===== src/rtl/readout_framer_if.sv =====
// Output word stream of the readout framer: framed word plus valid/ready handshake.
interface readout_framer_if;
    logic [15:0] DOUT;
    logic        DOUT_VALID;
    logic        DOUT_READY;

    modport master (output DOUT, output DOUT_VALID, input DOUT_READY);
    modport slave  (input DOUT, input DOUT_VALID, output DOUT_READY);
endinterface


===== src/rtl/readout_framer.sv =====
// Frames serial TBM/ROC packets into typed 16-bit words behind a 4-entry FIFO.
// Define FRAMER_TIMEOUT_EN to add a 10-bit watchdog that force-closes stalled events.
module readout_framer (
    input  logic             CLK,
    input  logic             RES_N,
    input  logic             SDI,
    input  logic             TBM_HEADER,
    input  logic             ROC_HEADER,
    input  logic             TBM_TRAILER,
    input  logic             GATE,
    readout_framer_if.master dout,
    output logic [7:0]       EVT_WORDS,
    output logic             EVT_DONE,
    output logic             OVERFLOW,
    output logic [7:0]       BIT_ERR
);

    typedef enum logic [1:0] {StIdle, StTbmh, StRocd, StTbmt} state_e;

    state_e      state_q, state_d;
    logic [3:0]  bit_cnt_q, bit_cnt_d;
    // The 12th bit completes a word straight from SDI, so 11 stored bits suffice.
    logic [10:0] shift_q, shift_d;
    logic        word_idx_q, word_idx_d;
    logic        roc_act_q, roc_act_d;
    logic        roc_first_q, roc_first_d;
    logic [7:0]  evt_cnt_q, evt_cnt_d;
    logic [7:0]  evt_words_q, evt_words_d;
    logic        evt_done_q, evt_done_d;
    logic        overflow_q, overflow_d;
    logic [7:0]  bit_err_q, bit_err_d;

    logic [15:0] mem_q [4];
    logic [1:0]  wr_ptr_q, rd_ptr_q;
    logic [2:0]  count_q;

    logic        collect, word_done, partial, trunc, evt_clear;
    logic [11:0] shifted;
    logic        wr_en, wr_ok, rd_en, full;
    logic [15:0] wr_data;

`ifdef FRAMER_TIMEOUT_EN
    logic [9:0]  wd_q, wd_d;
    logic        any_marker, in_win;
`endif

    assign full  = (count_q == 3'd4);
    assign rd_en = (count_q != 3'd0) && dout.DOUT_READY;
    assign wr_ok = wr_en && (!full || rd_en);

    always_comb begin
        state_d     = state_q;
        bit_cnt_d   = bit_cnt_q;
        shift_d     = shift_q;
        word_idx_d  = word_idx_q;
        roc_act_d   = roc_act_q;
        roc_first_d = roc_first_q;
        evt_done_d  = 1'b0;
        evt_clear   = 1'b0;
        trunc       = 1'b0;
        wr_en       = 1'b0;
        wr_data     = 16'h0000;

        collect   = (state_q == StTbmh) || (state_q == StTbmt) ||
                    ((state_q == StRocd) && roc_act_q);
        shifted   = {shift_q, SDI};
        word_done = collect && (bit_cnt_q == 4'd11);
        partial   = collect && !word_done && (state_q == StRocd);

        if (collect) begin
            shift_d   = shifted[10:0];
            bit_cnt_d = word_done ? 4'd0 : bit_cnt_q + 4'd1;
        end

        if (word_done) begin
            wr_en = 1'b1;
            unique case (state_q)
                StTbmh: begin
                    wr_data    = {(word_idx_q ? 4'h9 : 4'h8), shifted};
                    word_idx_d = ~word_idx_q;
                    if (word_idx_q) begin
                        state_d   = StRocd;
                        roc_act_d = 1'b0;
                    end
                end
                StTbmt: begin
                    wr_data    = {(word_idx_q ? 4'hF : 4'hE), shifted};
                    word_idx_d = ~word_idx_q;
                    if (word_idx_q) begin
                        state_d    = StIdle;
                        evt_done_d = 1'b1;
                    end
                end
                StRocd: begin
                    wr_data     = {(roc_first_q ? 4'h4 : 4'h0), shifted};
                    roc_first_d = 1'b0;
                end
                default: ;
            endcase
        end

        // Markers act on the state reached after any word completed this cycle.
        if (TBM_HEADER) begin
            trunc      = partial;
            state_d    = StTbmh;
            bit_cnt_d  = 4'd0;
            word_idx_d = 1'b0;
            roc_act_d  = 1'b0;
            evt_clear  = 1'b1;
        end else if (TBM_TRAILER && ((state_d == StTbmh) || (state_d == StRocd))) begin
            trunc      = partial;
            state_d    = StTbmt;
            bit_cnt_d  = 4'd0;
            word_idx_d = 1'b0;
            roc_act_d  = 1'b0;
        end else if (ROC_HEADER && GATE && (state_d == StRocd)) begin
            trunc       = partial;
            bit_cnt_d   = 4'd0;
            roc_act_d   = 1'b1;
            roc_first_d = 1'b1;
        end

`ifdef FRAMER_TIMEOUT_EN
        any_marker = TBM_HEADER || ROC_HEADER || TBM_TRAILER;
        in_win     = (state_q == StTbmh) || (state_q == StRocd);
        wd_d       = (in_win && !any_marker) ? wd_q + 10'd1 : 10'd0;
        if (in_win && !any_marker && (wd_q == 10'h3FF)) begin
            wr_en      = 1'b1;
            wr_data    = 16'hF000;
            state_d    = StIdle;
            evt_done_d = 1'b1;
            bit_cnt_d  = 4'd0;
            roc_act_d  = 1'b0;
            wd_d       = 10'd0;
        end
`endif

        bit_err_d = (trunc && (bit_err_q != 8'hFF)) ? bit_err_q + 8'd1 : bit_err_q;

        if (evt_clear) begin
            evt_cnt_d = 8'd0;
        end else if (wr_ok && (evt_cnt_q != 8'hFF)) begin
            evt_cnt_d = evt_cnt_q + 8'd1;
        end else begin
            evt_cnt_d = evt_cnt_q;
        end

        evt_words_d = evt_words_q;
        if (evt_done_d) begin
            evt_words_d = (wr_ok && (evt_cnt_q != 8'hFF)) ? evt_cnt_q + 8'd1 : evt_cnt_q;
        end

        overflow_d = overflow_q || (wr_en && full && !rd_en);
    end

    always_ff @(posedge CLK or negedge RES_N) begin
        if (!RES_N) begin
            state_q     <= StIdle;
            bit_cnt_q   <= 4'd0;
            shift_q     <= 11'd0;
            word_idx_q  <= 1'b0;
            roc_act_q   <= 1'b0;
            roc_first_q <= 1'b0;
            evt_cnt_q   <= 8'd0;
            evt_words_q <= 8'd0;
            evt_done_q  <= 1'b0;
            overflow_q  <= 1'b0;
            bit_err_q   <= 8'd0;
`ifdef FRAMER_TIMEOUT_EN
            wd_q        <= 10'd0;
`endif
        end else begin
            state_q     <= state_d;
            bit_cnt_q   <= bit_cnt_d;
            shift_q     <= shift_d;
            word_idx_q  <= word_idx_d;
            roc_act_q   <= roc_act_d;
            roc_first_q <= roc_first_d;
            evt_cnt_q   <= evt_cnt_d;
            evt_words_q <= evt_words_d;
            evt_done_q  <= evt_done_d;
            overflow_q  <= overflow_d;
            bit_err_q   <= bit_err_d;
`ifdef FRAMER_TIMEOUT_EN
            wd_q        <= wd_d;
`endif
        end
    end

    always_ff @(posedge CLK or negedge RES_N) begin
        if (!RES_N) begin
            for (int i = 0; i < 4; i++) begin
                mem_q[i] <= 16'h0000;
            end
            wr_ptr_q <= 2'd0;
            rd_ptr_q <= 2'd0;
            count_q  <= 3'd0;
        end else begin
            if (wr_ok) begin
                mem_q[wr_ptr_q] <= wr_data;
                wr_ptr_q        <= wr_ptr_q + 2'd1;
            end
            if (rd_en) begin
                rd_ptr_q <= rd_ptr_q + 2'd1;
            end
            count_q <= count_q + {2'b00, wr_ok} - {2'b00, rd_en};
        end
    end

    assign dout.DOUT       = (count_q != 3'd0) ? mem_q[rd_ptr_q] : 16'h0000;
    assign dout.DOUT_VALID = (count_q != 3'd0);
    assign EVT_WORDS       = evt_words_q;
    assign EVT_DONE        = evt_done_q;
    assign OVERFLOW        = overflow_q;
    assign BIT_ERR         = bit_err_q;

endmodule


===== src/flat_wrapper.sv =====
// flat-port wrapper written by rule: the top's interface ports become plain ports
module readout_framer_flat 
  (CLK, RES_N, SDI, TBM_HEADER, ROC_HEADER, TBM_TRAILER, GATE, EVT_WORDS, EVT_DONE, OVERFLOW, BIT_ERR, dout_DOUT, dout_DOUT_VALID, dout_DOUT_READY);
  readout_framer_if dout_i ();
  input  logic CLK;
  input  logic RES_N;
  input  logic SDI;
  input  logic TBM_HEADER;
  input  logic ROC_HEADER;
  input  logic TBM_TRAILER;
  input  logic GATE;
  output logic [7:0] EVT_WORDS;
  output logic EVT_DONE;
  output logic OVERFLOW;
  output logic [7:0] BIT_ERR;
  output wire logic [$bits(dout_i.DOUT)-1:0] dout_DOUT;
  output wire logic [$bits(dout_i.DOUT_VALID)-1:0] dout_DOUT_VALID;
  input wire logic [$bits(dout_i.DOUT_READY)-1:0] dout_DOUT_READY;
  assign dout_DOUT = dout_i.DOUT;
  assign dout_DOUT_VALID = dout_i.DOUT_VALID;
  assign dout_i.DOUT_READY = dout_DOUT_READY;
  readout_framer u_core (.CLK(CLK), .RES_N(RES_N), .SDI(SDI), .TBM_HEADER(TBM_HEADER), .ROC_HEADER(ROC_HEADER), .TBM_TRAILER(TBM_TRAILER), .GATE(GATE), .dout(dout_i), .EVT_WORDS(EVT_WORDS), .EVT_DONE(EVT_DONE), .OVERFLOW(OVERFLOW), .BIT_ERR(BIT_ERR));
endmodule

===== config.mk =====
export PLATFORM = sky130hd
export DESIGN_NAME = readout_framer_flat
export DESIGN_NICKNAME = d
export VERILOG_FILES = /design/src/rtl/readout_framer_if.sv /design/src/rtl/readout_framer.sv /design/src/flat_wrapper.sv
export SDC_FILE = /design/constraint.sdc
export NUM_CORES = 1
export LEC_CHECK = 0
export CAP_MARGIN = 15
export CORE_UTILIZATION = 58
export CTS_CLUSTER_SIZE = 25
export DETAILED_ROUTE_END_ITERATION = 16
export GPL_TIMING_DRIVEN = 0
export PLACE_DENSITY = 0.89
export SKIP_LAST_GASP = 1
export SLEW_MARGIN = 10
export SYNTH_ARGS = -nofsm -noshare
export SYNTH_HDL_FRONTEND = slang
export SYNTH_SLANG_ARGS = --single-unit
export TNS_END_PERCENT = 5

===== constraint.sdc =====
create_clock -name CLK -period 3.15 [get_ports CLK]
set_input_delay 0.7875 -clock CLK [delete_from_list [all_inputs] [get_ports CLK]]
set_output_delay 0.7875 -clock CLK [all_outputs]
set_load 0.05 [all_outputs]

### Word level (Yosys, flattened, before mapping)

Index checks and enable logic that the tools add are counted.

| storage, ports and cells | value |
|---|---|
| logic and storage cells | 120 |
| output and inout bits | 35 |
| bits in registers | 117 |

| cells by class | value |
|---|---|
| reductions and logical operators | 32 |
| mux-type cells | 48 |
| equal/unequal tests | 9 |
| $lt $le $gt $ge | 3 |
| bitwise gates (word level) | 3 |
| add/sub/neg operators | 7 |

Operators with widths:

| cell | number |
|---|---|
| 16-bit 2-to-1 mux | 5 |
| 64-bit bitwise mux | 1 |
| 16-bit one-hot mux with 3 select lines | 1 |
| 16-bit binary-select mux with 2-bit select | 1 |
| 16-bit demux with 2-bit select | 1 |
| 1-bit 2-to-1 mux | 25 |
| 4-bit 2-to-1 mux | 5 |
| 8-bit by 1-bit adder with 8-bit output, second input constant | 2 |
| 8-bit 2-to-1 mux | 2 |
| 8-bit != test, second input constant | 2 |
| 4-bit nonzero test | 4 |
| 1-bit logical AND | 14 |
| 2-bit 2-to-1 mux | 5 |
| 3-bit nonzero test | 3 |
| 2-bit == test, second input constant | 3 |
| 3-bit >= comparator, second input constant | 2 |
| 2-bit inverter with 3-bit output | 2 |
| 1-bit logical OR | 5 |
| 2-bit by 1-bit adder with 2-bit output, second input constant | 2 |
| 4-bit by 1-bit adder with 4-bit output, second input constant | 1 |
| 2-bit by 1-bit == test with 1-bit output, second input constant | 2 |
| 4-bit == test, second input constant | 1 |
| 2-bit one-hot mux with 2 select lines | 1 |
| 3-bit by 1-bit adder with 3-bit output | 1 |
| 9 further kinds | 11 |

### Longest topological paths before layout

| depth | value |
|---|---|
| word-level depth | 11 |
| mapped depth | 10 |
| gate-level depth less buffers | 9 |

### Least setup slack after synthesis

Ideal clock, no wire load.

| path | value |
|---|---|
| kind | reg2out |
| start point | reg u_core.count_q[1] |
| end point | out dout_DOUT[10] |
| cell stages (with the launch flop) | 5 |
| setup slack | 0.560 ns |
| arrival time | 1.803 ns |
| required time | 2.362 ns |
| path through | dfrtp_1 > or3_1 > clkbuf_1 > clkbuf_1 > and2_1 |

| on the way | value |
|---|---|
| word-level cells in the longest chain between the ends | 2 |

RTL lines:

| element | RTL line | text |
|---|---|---|
| start, declared | readout_framer.sv:35 | `logic [2:0] count_q;` |
| start signal, assigned | readout_framer.sv:206 | `count_q <= count_q + {2'b00, wr_ok} - {2'b00, rd_en};` |
| 3-bit nonzero test | -- |  |
| via dout_DOUT_VALID | flat_wrapper.sv:17 | `output wire logic [$bits(dout_i.DOUT_VALID)-1:0] dout_DOUT_VALID;` |
| 16-bit 2-to-1 mux | readout_framer.sv:210 | `assign dout.DOUT = (count_q != 3'd0) ? mem_q[rd_ptr_q] : 16'h0000;` |
| end, declared | flat_wrapper.sv:16 | `output wire logic [$bits(dout_i.DOUT)-1:0] dout_DOUT;` |

The timed path passes the listed nets, and every way through them passes these cells.

### Worst setup path in the final report

| path | value |
|---|---|
| start point | reg u_core.rd_ptr_q[0] |
| end point | out dout_DOUT[5] |

| on the way | value |
|---|---|
| word-level cells in the longest chain between the ends | 5 |

RTL lines:

| element | RTL line | text |
|---|---|---|
| start, declared | readout_framer.sv:34 | `logic [1:0] wr_ptr_q, rd_ptr_q;` |
| start signal, assigned | readout_framer.sv:204 | `rd_ptr_q <= rd_ptr_q + 2'd1;` |
| 2-bit inverter with 3-bit output (implied by the code) | readout_framer.sv:210 |  |
| 16-bit binary-select mux with 2-bit select | readout_framer.sv:210 |  |
| 16-bit 2-to-1 mux (implied by the code) (2 in a row) | readout_framer.sv:210 |  |
| 16-bit 2-to-1 mux | readout_framer.sv:210 |  |

No other way between the ends. The select of a mux whose other input is x is not followed.

==> run summary <==
Status -> finished, violations left
Failing checks -> design-rule violations, negative setup slack
Unrepaired setup endpoints after global routing -> true
Worst-case clock buffer depth -> 2
Vias after detailed routing -> 4034
Worst R2R Setup Slack -> 0.36 ns
Core Rows -> 34
Final Wtd Congestion -> 0.910
VDD IR max -> 0.364 mV
Slew headroom -> 0.406
Post-route setup TNS -> -2.12 ns
CTS H-tree lvls -> 4
Seq/Total Area, Yosys -> 0.551
Final Max Slew Viols -> 0
Syn nets -> 526
Vias in the first global route -> 4320
Flops & latches, synth -> 117
First-pass GRT wire length -> 21.1 mm
Share of flip-flops with an asynchronous set or reset -> 1.00
CTS root buffer -> clkbuf_8
Initial antenna violation count -> 0
Ratio of cells with drive above 1 in the final layout -> 0.114
Worst Skew -> 0.00700 ns
Final worst setup slack -> -0.195 ns
Total core area -> 8810 um2
Arr. time, crit path -> 2.56 ns
Dpl cells -> 654
Netlist cell types -> 42
Initial Utilization -> 0.604
P per Cell Area -> 641 nW/um2
Fin crit share -> 1.06
Clk sinks -> 117
Worst Max-Slew Pin Slew -> 0.878 ns
Routed Antenna Nets -> 0
P&R area growth vs syn -> 22.2%
Cts bufs inserted -> 17
Gr ovfl total -> 0
Chip width -> 97.7 um
Setup crit end kind -> output port
Final #Nets -> 587
Post-synth EDFFs -> 0
Area contributors post-synth -> dfrtp_1, nand2_1, mux4_2
DIE HEIGHT -> 97.7 um
CP Class -> reg2out
Top-count cell post-synth -> nand2_1
Post-CTS setup buffer count -> 0
CP max FO -> 9
Final min period -> 3.35 ns
Critical path launch point type -> register
Leak -> 3.08 nW
Final routed DRC violation total -> 4
Final cell count without fillers -> 685
Worst-path clk slew -> 0.06 ns
Wire length per cell -> 18.2 um
Mean Syn Cell Area -> 10.6 um2
Mapped cell area -> 5320 um2
Initial DRC count -> 307
Fmax -> 0.299 GHz
DP Wirelength -> 7.92 mm
DR pass1 iterations -> 11
Leading post-synthesis cells by instance count -> nand2_1, dfrtp_1, o21ai_0
Synth top area share -> 0.551
Max_cap viols -> 0
Top_reg_cell synth -> dfrtp_1
I/O pin cnt -> 43
Final hold vios -> 0
Synth warnings -> 0
Overall routed net length -> 12.5 mm
Post-Syn Instances -> 503
Hold WC Path Type -> in2async
DIE AREA -> 9550 um2
DR vias/cell -> 5.89
Later-pin clock latency in the skew report -> 0.52 ns
# fillers -> 609
Ant. Diodes -> 0
Port buffer count -> 42
Total GRT Usage -> 0.289
Largest area contributor in the netlist -> dfrtp_1
CTS tree -> built
# setup viols final -> 15
Critical path required time -> 2.36 ns
Largest net degree at the start of global routing -> 80
report_power, final:
group          leakage, nW  internal [mW]  switching (mW)
clock                0.302           1.28           0.668
combinational         1.23          0.219           0.332
sequential            1.55           1.58          0.0841
worst paths after layout:
path / cells after the start / startpoint / to
worst min-delay path: 1 / RES_N / u_core.mem_q[50]
worst max register to register: 8 / u_core.state_q[0] / u_core.mem_q[15]
max in group asynchronous: 2 / RES_N / u_core.mem_q[45]
worst min register to register: 2 / u_core.shift_q[10] / u_core.shift_q[10]
worst max-delay path: 4 / u_core.rd_ptr_q[0] / dout_DOUT[5]
min in group CLK: 2 / u_core.shift_q[10] / u_core.shift_q[10]
through the flow:
step / hold WS [ns] / worst slack (ns) / utilization / power [mW] / cell area, um2
3_5_place_dp: 0.458 / -0.259 / 0.670 / 2.22 / 5900
3_3_place_gp: 0.452 / -2.95 / 0.667 / 2.19 / 5870
2_1_floorplan: 0.439 / 0.560 / - / 2.04 / 5320
4_1_cts: 0.174 / -0.223 / 0.738 / 4.18 / 6500
5_1_grt: 0.186 / -0.298 / 0.738 / 4.31 / 6500
6_report: 0.170 / -0.195 / 0.738 / 4.17 / 6500
area by class of cell:
class	instances	area (um2)	share of cell area
clock inverters	9	124	0.0191
well taps	108	135	0.0208
clock buffers	23	477	0.0734
flip-flops and latches	117	2930	0.451
plain buffers	24	105	0.0162
multi-input cells	350	2250	0.346
inverters	11	41.3	0.00635
repair buffers	43	439	0.0676
timing repair:
item                                    in CTS  in global routing
endpoints found under the setup margin      17                 17
hold buffers                                 0                  0
gates resized for setup                     15                  1
cell families after synthesis:
logic type	synth area share
and+or+nand+nor	0.169
AOI/OAI and AO/OA	0.103
xor gates and xnor gates	0.0297
muxes	0.0843
DFF	0.551
adders and majority gates	0.0367
buffers and inverters	0.0261
flip-flops by register name, indices dropped and copies added (netlist names), 2 cells and up:
signal            flops
u_core.evt_cnt_q      8
u_core.mem_q         64
u_core.wr_ptr_q       2
u_core.EVT_WORDS      8
u_core.bit_cnt_q      4
u_core.rd_ptr_q       2
u_core.shift_q       11
u_core.BIT_ERR        8
u_core.count_q        3
u_core.state_q        2
cells in the final DEF (no fill, tap or decap), types with 3 or more instances in the layout:
master           netlist  final
a21oi_1                9      9
and2_1                18     18
and3_1                 4      4
bufinv_16              0      3
clkbuf_1              22     21
clkbuf_16              0     16
clkbuf_8               0      5
clkdlybuf4s50_1        0     30
clkinv_2               0      5
dfrtp_1              117    117
dlygate4sd2_1          0     10
ha_1                  14     14
inv_1                 11     11
mux2_2                 5      5
mux4_2                16     16
nand2_1              134    134
nand3_1                4      4
nand4_1                9      9
nor2_1                18     18
o21ai_0               70     70
or3_1                  3      3
xnor2_1               11     11
xor2_1                 7      7
worst max-delay path: stages (launching register included):
cell and delay, ns:
dfrtp_1 0.32, buf_2 0.31, mux4_2 0.56, and2_1 0.17, clkdlybuf4s50_1 0.69
metal layers:
layer,vias to the layer above,global-route usage,share of wire
li1,1832,-,-
met3,16,0.0730,0.066
met4,0,0.114,0.011
met5,-,0,0
met1,2033,0.356,0.39
met2,153,0.494,0.53
Power figures use the tool's default switching activity.
